File: src/rtl/segment_display_scheduler.sv
// Time-shares one strobed 7-segment display driver between NUM_SRC producers.
// The sources take turns for a fixed dwell time, and any source can pre-empt the rotation with a queued, timed alert.
module segment_display_scheduler #(
  parameter int unsigned SEGS         = 3,
  parameter int unsigned NUM_SRC      = 4,
  parameter int unsigned DWELL_CYCLES = 100000000,
  parameter int unsigned ALERT_CYCLES = 50000000
) (
  input  logic                                  clk,
  input  logic                                  rst_n,
  input  logic [NUM_SRC-1:0]                    src_valid,
  input  logic [NUM_SRC*4*SEGS-1:0]             src_data,
  input  logic [NUM_SRC*($clog2(SEGS)+1)-1:0]   src_dp_loc,
  input  logic [NUM_SRC-1:0]                    src_dp_en,
  input  logic [NUM_SRC-1:0]                    alert_req,
  input  logic                                  freeze,
  output logic [4*SEGS-1:0]                     datain,
  output logic [$clog2(SEGS):0]                 decimal_place_location,
  output logic                                  show_decimal_place,
  output logic [$clog2(NUM_SRC)-1:0]            active_src,
  output logic                                  alert_active,
  output logic [NUM_SRC-1:0]                    alert_ack
);

  localparam int unsigned DW   = 4 * SEGS;
  localparam int unsigned LW   = $clog2(SEGS) + 1;
  localparam int unsigned IW   = $clog2(NUM_SRC);
  localparam int unsigned MAXC = (DWELL_CYCLES > ALERT_CYCLES) ? DWELL_CYCLES : ALERT_CYCLES;
  localparam int unsigned TW   = ($clog2(MAXC) < 1) ? 1 : $clog2(MAXC);

  localparam logic [TW-1:0] DWELL_LAST = TW'(DWELL_CYCLES - 1);
  localparam logic [TW-1:0] ALERT_LAST = TW'(ALERT_CYCLES - 1);

  typedef enum logic [1:0] {
    IDLE   = 2'd0,
    ROTATE = 2'd1,
    ALERT  = 2'd2
  } state_t;

  state_t             state, state_nxt;
  logic [TW-1:0]      timer, timer_nxt;
  logic [IW-1:0]      active_nxt, saved_src, saved_nxt;
  logic [IW-1:0]      first_pending, after_active;
  logic [NUM_SRC-1:0] pending, ack_nxt;

  // First set bit of mask at or after start, wrapping modulo NUM_SRC.
  function automatic logic [IW-1:0] find_from(input logic [NUM_SRC-1:0] mask,
                                              input logic [IW-1:0]      start);
    logic [IW:0] idx;
    logic        hit;
    find_from = start;
    hit       = 1'b0;
    for (int unsigned k = 0; k < NUM_SRC; k++) begin
      idx = {1'b0, start} + (IW+1)'(k);
      if (idx >= (IW+1)'(NUM_SRC)) idx = idx - (IW+1)'(NUM_SRC);
      if (!hit && mask[idx[IW-1:0]]) begin
        find_from = idx[IW-1:0];
        hit       = 1'b1;
      end
    end
  endfunction

  // Next-state logic: the alert queue has priority, then rotation housekeeping.
  always_comb begin
    state_nxt     = state;
    timer_nxt     = timer;
    active_nxt    = active_src;
    saved_nxt     = saved_src;
    ack_nxt       = '0;
    first_pending = find_from(pending, '0);
    after_active  = (active_src == IW'(NUM_SRC - 1)) ? '0 : active_src + IW'(1);

    case (state)
      IDLE: begin
        timer_nxt = '0;
        if (|pending) begin
          state_nxt              = ALERT;
          saved_nxt              = active_src;
          active_nxt             = first_pending;
          ack_nxt[first_pending] = 1'b1;
        end else if (|src_valid) begin
          state_nxt  = ROTATE;
          active_nxt = find_from(src_valid, '0);
        end
      end

      ROTATE: begin
        if (|pending) begin
          state_nxt              = ALERT;
          saved_nxt              = active_src;
          active_nxt             = first_pending;
          ack_nxt[first_pending] = 1'b1;
          timer_nxt              = '0;
        end else if (!(|src_valid)) begin
          state_nxt = IDLE;
          timer_nxt = '0;
        end else if (!src_valid[active_src] || timer == DWELL_LAST) begin
          active_nxt = find_from(src_valid, after_active);
          timer_nxt  = '0;
        end else if (!freeze) begin
          timer_nxt = timer + TW'(1);
        end
      end

      ALERT: begin
        if (timer == ALERT_LAST) begin
          timer_nxt = '0;
          if (|pending) begin
            active_nxt             = first_pending;
            ack_nxt[first_pending] = 1'b1;
          end else if (|src_valid) begin
            state_nxt  = ROTATE;
            active_nxt = find_from(src_valid, saved_src);
          end else begin
            state_nxt = IDLE;
          end
        end else begin
          timer_nxt = timer + TW'(1);
        end
      end

      default: begin
        state_nxt = IDLE;
        timer_nxt = '0;
      end
    endcase
  end

  // State, the alert queue and registered display outputs; the display follows active_src one cycle later.
  always_ff @(posedge clk or negedge rst_n) begin
    if (!rst_n) begin
      state                  <= IDLE;
      timer                  <= '0;
      active_src             <= '0;
      saved_src              <= '0;
      pending                <= '0;
      alert_active           <= 1'b0;
      alert_ack              <= '0;
      datain                 <= '0;
      decimal_place_location <= '0;
      show_decimal_place     <= 1'b0;
    end else begin
      state        <= state_nxt;
      timer        <= timer_nxt;
      active_src   <= active_nxt;
      saved_src    <= saved_nxt;
      pending      <= (pending & ~ack_nxt) | alert_req;
      alert_active <= (state_nxt == ALERT);
      alert_ack    <= ack_nxt;
      if (state == IDLE) begin
        datain                 <= '0;
        decimal_place_location <= '0;
        show_decimal_place     <= 1'b0;
      end else begin
        datain                 <= src_data[32'(active_src) * DW +: DW];
        decimal_place_location <= src_dp_loc[32'(active_src) * LW +: LW];
        show_decimal_place     <= src_dp_en[active_src];
      end
    end
  end

endmodule

File: config.mk
export PLATFORM = sky130hd
export DESIGN_NAME = segment_display_scheduler
export DESIGN_NICKNAME = d
export VERILOG_FILES = /design/src/rtl/segment_display_scheduler.sv
export SDC_FILE = /design/constraint.sdc
export NUM_CORES = 1
export LEC_CHECK = 0
export ABC_AREA = 1
export CORE_AREA = 2 2 98 100
export CTS_CLUSTER_DIAMETER = 120
export DETAILED_ROUTE_END_ITERATION = 16
export DIE_AREA = 0 0 100 102
export DONT_BUFFER_PORTS = 1
export PLACE_DENSITY = 0.68
export RECOVER_POWER = 100
export SYNTH_ARGS = -nofsm -noshare
export SYNTH_HDL_FRONTEND = slang
export SYNTH_SLANG_ARGS = --single-unit
File: constraint.sdc
create_clock -name clk -period 3.75 [get_ports clk]
set_input_delay 0.375 -clock clk [delete_from_list [all_inputs] [get_ports clk]]
set_output_delay 0.375 -clock clk [all_outputs]
set_load 0.02 [all_outputs]
==> flow_metrics.env, run 1 <==
export IMPL_outcome="finished, violations left"
export IMPL_violations="capacitance limit, slew limit"
export IMPL_grt_overflow_total=0
export IMPL_end_kind="register"
export IMPL_top_usage_layer="met2"
export IMPL_gr_usage_met1_pct=34.2
export IMPL_slew_headroom_pct=-5.45
export IMPL_synth_cell_area_um2=4510
export IMPL_p_leak_nw=2.29
export IMPL_die_width_um=100
export IMPL_via_per_inst=5.73
export IMPL_rsz0062_at_grt="no"
export IMPL_drive_gt1_share_pct=9.51
export IMPL_skew_ns=0.0163
export IMPL_worst_pin_slew_ns=1.58
export IMPL_pwr_share_clk_pct=51.0
export IMPL_powerDensity_nw_per_um2=309
export IMPL_switchingPower_w=0.000359
export IMPL_syn_area_per_cell_um2=6.67
export IMPL_cp_max_fo=40
export IMPL_postSynthCellCount=676
export IMPL_synthToLayoutAreaGrowth_pct=4.99
export IMPL_wirelength_mm=12.6
export IMPL_design_die_area_um2=10200
export IMPL_fillers=900
export IMPL_vias=4495
export IMPL_cts_buffer_depth=2
export IMPL_yosysWarnings=0
export IMPL_yosysSeqAreaShare_pct=32.2
export IMPL_ant_nets=0
export IMPL_avgRoutedWirePerCell_um=16.0
export IMPL_die_h_um=102
export IMPL_p_seq_share_pct=44.4
export IMPL_htreeDepth=3
export IMPL_initial_core_util_pct=49.5
export IMPL_finalSetupViolations=0
export IMPL_pwr_share_comb_pct=4.6
export IMPL_gr_usage_met3_pct=4.92
export IMPL_intPower_w=0.00110
export IMPL_clkTransAtPathRegs_ns=0.07
export IMPL_critPathKind="reg2reg"
export IMPL_finalHoldViolations=0
export IMPL_finalCritPeriodShare_pct=75.6
export IMPL_arrival_ns=3.10
export IMPL_grt_pass1_vias=4252
export IMPL_numPortBuffers=0
export IMPL_drtPass1Iterations=5
export IMPL_fmax_ghz=0.353
export IMPL_drtIter0Drc=247
export IMPL_cts_tree="built"
export IMPL_grt_max_degree=59
export IMPL_drc_errors=0
export IMPL_clk_insertion_delay_late_ns=0.36
export IMPL_hold_path_class="in2reg"
export IMPL_ir_drop_v=0.000168
export IMPL_grt_antenna_before_repair=0
export IMPL_gp_congestion=0.957
export IMPL_root_buffer="clkbuf_8"
export IMPL_hpwlAfterDp_mm=9.31
export IMPL_dp_slack_ns=1.33
export IMPL_fin_crit_ns=2.83
export IMPL_start_kind="register"
export IMPL_slew_viol_final=34
export IMPL_core_area_um2=9110
export IMPL_finalWorstSetupSlack_ns=0.916
export IMPL_grt_total_usage_pct=25.9
export IMPL_num_io_pins=98
export IMPL_nets=749
export IMPL_synth_cell_types=47
export IMPL_gr_usage_met2_pct=43.2
export IMPL_grt_pass1_wl_mm=20.7
export IMPL_netSwitchingFraction_pct=24.5
export IMPL_post_cts_buffers=0
export IMPL_fp_row_count=35
export IMPL_antenna_cells=0
export IMPL_worstPathRequired_ns=4.02
export IMPL_cap_violations=1
export IMPL_clock_sinks=58
export IMPL_cts_made_buffers=9
export IMPL_synth_seq_cells=58
export IMPL_tns_ns=0
export IMPL_synthesis_nets=757
state kept, by name (all words and copies together) (netlist names):
signal	count
timer	27
pending	4
active_src	2
alert_active	1
state	2
saved_src	2
alert_ack	4
decimal_place_location	3
show_decimal_place	1
datain	12
logic make-up (layout without fill, tap and decap cells):
| group | after synthesis | count (layout) | synth area share (%) |
|---|---|---|---|
| AOI/OAI and AO/OA | 103 | 103 | 12.6 |
| and+or+nand+nor | 408 | 408 | 42.4 |
| buffers and inverters | 91 | 88 | 9.07 |
| DFF | 58 | 58 | 32.2 |
| xor gates and xnor gates | 10 | 10 | 2.11 |
| adders and majority gates | 6 | 6 | 1.66 |
cell usage after synthesis (all sizes together):
| library cell | instances | area, um2 |
|---|---|---|
| nand2 | 179 | 712 |
| nor2 | 122 | 503 |
| inv | 63 | 244 |
| nand3 | 61 | 355 |
| dfrtp | 58 | 1450 |
| o21ai | 58 | 302 |
| a21oi | 33 | 165 |
| nor3 | 20 | 130 |
| nand4 | 18 | 134 |
| buf | 14 | 111 |
| clkbuf | 11 | 41.3 |
| xor2 | 9 | 86.3 |
| ha | 6 | 75.1 |
| nor4 | 6 | 65.1 |
| o211ai | 4 | 35.0 |
| clkinv | 3 | 12.5 |
| o21bai | 3 | 22.5 |
| o31ai | 2 | 20.0 |
| a21o | 1 | 7.51 |
| a31oi | 1 | 6.26 |
| and3 | 1 | 6.26 |
| nand3b | 1 | 7.51 |
| o221ai | 1 | 8.76 |
| xnor2 | 1 | 8.76 |
final cells by class:
class                   count  area, um2  share of cell area [%]
multi-input cells         527       2580                    54.4
clock buffers               9        124                    2.62
well taps                 111        139                    2.93
flip-flops and latches     58       1450                    30.6
clock inverters             7        125                    2.64
repair buffers              6       63.8                    1.35
inverters                  66        256                    5.42
what timing repair did:
action,4_1_cts,5_1_grt
hold buffers,2,0
hold endpoints to repair,58,0
resized for setup,0,0
endpoints found under the setup margin,0,0
power groups by stage:
stage / sequential [W] / combinational (W) / clock, W
floorplan: 0.000660 / 0.0000420 / 0
global placement: 0.000662 / 0.0000501 / 0
detailed placement: 0.000661 / 0.0000514 / 0
CTS: 0.000650 / 0.0000688 / 0.000754
global route: 0.000650 / 0.0000797 / 0.000782
finish: 0.000650 / 0.0000674 / 0.000747
metrics by stage:
step / utilization, % / cell area [um2] / cells / total power [W] / hold slack (ns)
global route: 52.0 / 4740 / 784 / 0.00151 / 0.110
finish: 52.0 / 4740 / 784 / 0.00146 / 0.112
global placement: 49.7 / 4530 / 766 / 0.000712 / 0.0817
floorplan: - / 4510 / 676 / 0.000702 / 0.0794
detailed placement: 49.7 / 4530 / 766 / 0.000713 / 0.0814
CTS: 52.8 / 4810 / 784 / 0.00147 / 0.103
layer usage:
layer | part of all wire [%] | vias up
li1 | - | 2198
met1 | 45 | 2112
met2 | 48 | 170
met3 | 6.3 | 15
met4 | 1.5 | 0
met5 | 0 | -
worst paths after layout:
check                                   start         end  slack (ns)  cells past startpoint
worst min-delay path             alert_req[1]  pending[1]        0.11                      1
worst max-delay path            active_src[1]   timer[25]        0.92                     11
max in group asynchronous               rst_n  pending[2]        2.95                      2
min in group asynchronous               rst_n   timer[11]        0.54                      2
worst max register to register  active_src[1]   timer[25]        0.92                     11
worst min register to register       timer[1]    timer[1]        0.54                      2
critical path: stages (launching register included):
cell and delay (ns):
dfrtp_1 0.40, buf_4 0.29, inv_4 0.14, o21ai_0 0.09, o21ai_0 0.10, clkinv_1 0.07
nand4_1 0.23, nor2_4 0.44, inv_6 0.21, nand2_1 0.33, inv_1 0.18, nor3_1 0.21
placed cells by master (no fill, tap or decap), drive strengths merged, types with 9 or more instances in the layout:
cell and instances:
dfrtp 58, xor2 9, nor2 122, nand2 179
o21ai 58, a21oi 33, clkbuf 10, inv 64
nand3 61, nor3 20, nand4 18
(Power assumes the default switching activity.)
==> inputs of run 2 (changes only) <==
==> constraint.sdc (replaced) <==
create_clock -name clk -period 2.81 [get_ports clk]
set_input_delay 0.281 -clock clk [delete_from_list [all_inputs] [get_ports clk]]
set_output_delay 0.281 -clock clk [all_outputs]
set_load 0.02 [all_outputs]
==> run 2 against run 1 <==
Net effect: the flow now finishes without violations; first-iteration DRC count increased by 0.81%; critical path depth increased by 1; worst setup slack got worse by 0.53 ns; critical path type unchanged; utilization decreased by 0.055 points.
==> flow_metrics.env, run 2 (synthesis results as in run 1) <==
export IMPL_min_path_cells=1
export IMPL_fp_row_count=35
export IMPL_cts_tree="built"
export IMPL_htreeDepth=3
export IMPL_num_io_pins=98
export IMPL_finalSetupViolations=0
export IMPL_rsz0062_at_grt="no"
export IMPL_wirelength_mm=12.4
export IMPL_r2r_start="timer[1]"
export IMPL_outcome="finished, final reports clean"
export IMPL_die_h_um=102
export IMPL_start_kind="register"
export IMPL_avgRoutedWirePerCell_um=15.7
export IMPL_cp_top_family="simple AND/OR/NAND/NOR gates"
export IMPL_drc_errors=0
export IMPL_cts_resized=0
export IMPL_slew_headroom_pct=3.46
export IMPL_worst_r2r_setup_slack_ns=0.38
export IMPL_skew_ns=0.0135
export IMPL_drive_gt1_share_pct=9.60
export IMPL_reg2reg_depth=12
export IMPL_switchingPower_w=0.000458
export IMPL_hpwlAfterDp_mm=9.22
export IMPL_hold_path_class="in2reg"
export IMPL_tns_ns=0
export IMPL_ant_nets=0
export IMPL_worst_pin_slew_ns=1.45
export IMPL_pwr_share_clk_pct=50.6
export IMPL_pwr_share_comb_pct=4.4
export IMPL_vias=4408
export IMPL_clk_insertion_delay_late_ns=0.35
export IMPL_powerDensity_nw_per_um2=408
export IMPL_p_seq_share_pct=45.0
export IMPL_drtIter0Drc=249
export IMPL_p_leak_nw=2.29
export IMPL_grt_overflow_total=0
export IMPL_holdWs_ns=0.0278
export IMPL_grt_total_usage_pct=25.2
export IMPL_top_register="timer"
export IMPL_design_die_area_um2=10200
export IMPL_end_kind="register"
export IMPL_grt_pass1_wl_mm=20.3
export IMPL_initial_core_util_pct=49.5
export IMPL_antenna_cells=0
export IMPL_ir_drop_v=0.000326
export IMPL_hp_start="alert_req[1]"
export IMPL_p_total_w=0.00193
export IMPL_crit_chain="ha_1, nand3_1, inv_1, nand2_1, clkinv_2, nand4_1, nand4_1, nor2_4, inv_6, nand2_4, inv_1, nor3_1"
export IMPL_grt_antenna_before_repair=0
export IMPL_final_cell_mix="nand2_1, nor2_1, dfrtp_1"
export IMPL_clock_sinks=58
export IMPL_critPathKind="reg2reg"
export IMPL_final_common_cell="nand2_1"
export IMPL_crit_buf_inv=4
export IMPL_finalWorstSetupSlack_ns=0.381
export IMPL_numPortBuffers=0
export IMPL_cap_violations=0
export IMPL_utilization_pct=51.9
export IMPL_crit_path_max_incr_delay_ns=0.40
export IMPL_r2r_end="timer[8]"
export IMPL_cts_made_buffers=9
export IMPL_fmax_ghz=0.412
export IMPL_whs_endpoint="pending[1]"
export IMPL_finalHoldViolations=0
export IMPL_grt_max_degree=59
export IMPL_netSwitchingFraction_pct=23.8
export IMPL_core_area_um2=9110
export IMPL_intPower_w=0.00147
export IMPL_clkTransAtPathRegs_ns=0.07
export IMPL_die_width_um=100
export IMPL_finalCritPeriodShare_pct=86.4
export IMPL_worstPathRequired_ns=3.07
export IMPL_gp_congestion=0.928
export IMPL_largest_register_ffs=27
export IMPL_top_regs="timer x27, datain x12"
export IMPL_slew_viol_final=0
export IMPL_cp_max_fo=40
export IMPL_synthToLayoutAreaGrowth_pct=4.88
export IMPL_dp_slack_ns=0.652
export IMPL_via_per_inst=5.59
export IMPL_grt_pass1_vias=4225
export IMPL_fin_crit_ns=2.43
export IMPL_arrival_ns=2.68
export IMPL_cts_buffer_depth=2
export IMPL_slowest_stage="dfrtp_1"
export IMPL_root_buffer="clkbuf_8"
export IMPL_nets=753
export IMPL_drtPass1Iterations=5
==> run 2: power groups by stage <==
| stage | Sequential (W) | Combinational, W | Clock, W |
|---|---|---|---|
| final | 0.000867 | 0.0000850 | 0.000977 |
| after global placement | 0.000883 | 0.0000664 | 0 |
| after floorplan | 0.000881 | 0.0000560 | 0 |
| after CTS | 0.000867 | 0.0000916 | 0.000989 |
| after global routing | 0.000868 | 0.000101 | 0.00103 |
| after detailed placement | 0.000882 | 0.0000683 | 0 |
==> run 2: worst max path at each step <==
stage	startpoint	cells past startpoint	slack, ns	to
global route	timer[1]	12	0.16	timer[4]
CTS	active_src[0]	15	0.63	active_src[1]
floorplan	active_src[0]	14	0.95	active_src[1]
detailed placement	active_src[0]	15	0.65	active_src[1]
global placement	active_src[0]	15	0.71	active_src[1]
finish	timer[1]	12	0.38	timer[8]
==> run 2: final cells by class <==
class / count / area [um2]
clock inverter: 7 / 124
sequential: 58 / 1450
fill: 890 / 4380
clock buffer: 9 / 124
multi-input combinational: 527 / 2570
timing repair buffer: 10 / 62.6
inverter: 66 / 256
tap: 111 / 139
==> run 2: timing repair <==
item / CTS / global route
hold buffers: 2 / 0
endpoints found under the hold margin: 58 / 0
buffers inserted: 0 / 0
==> run 2: stage by stage <==
stage | cell area, um2 | std cells
2_1_floorplan | 4510 | 676
3_3_place_gp | 4560 | 770
6_report | 4730 | 788
3_5_place_dp | 4560 | 770
5_1_grt | 4730 | 788
4_1_cts | 4840 | 788
==> run 2: routing by layer <==
| metal | vias up | global-route usage, % | routed length [um] |
|---|---|---|---|
| met3 | 17 | 4.99 | 868 |
| met4 | 0 | 8.43 | 204 |
| met1 | 2008 | 32.4 | 5450 |
| li1 | 2205 | - | - |
| met5 | - | 0 | 0 |
| met2 | 178 | 42.9 | 5870 |
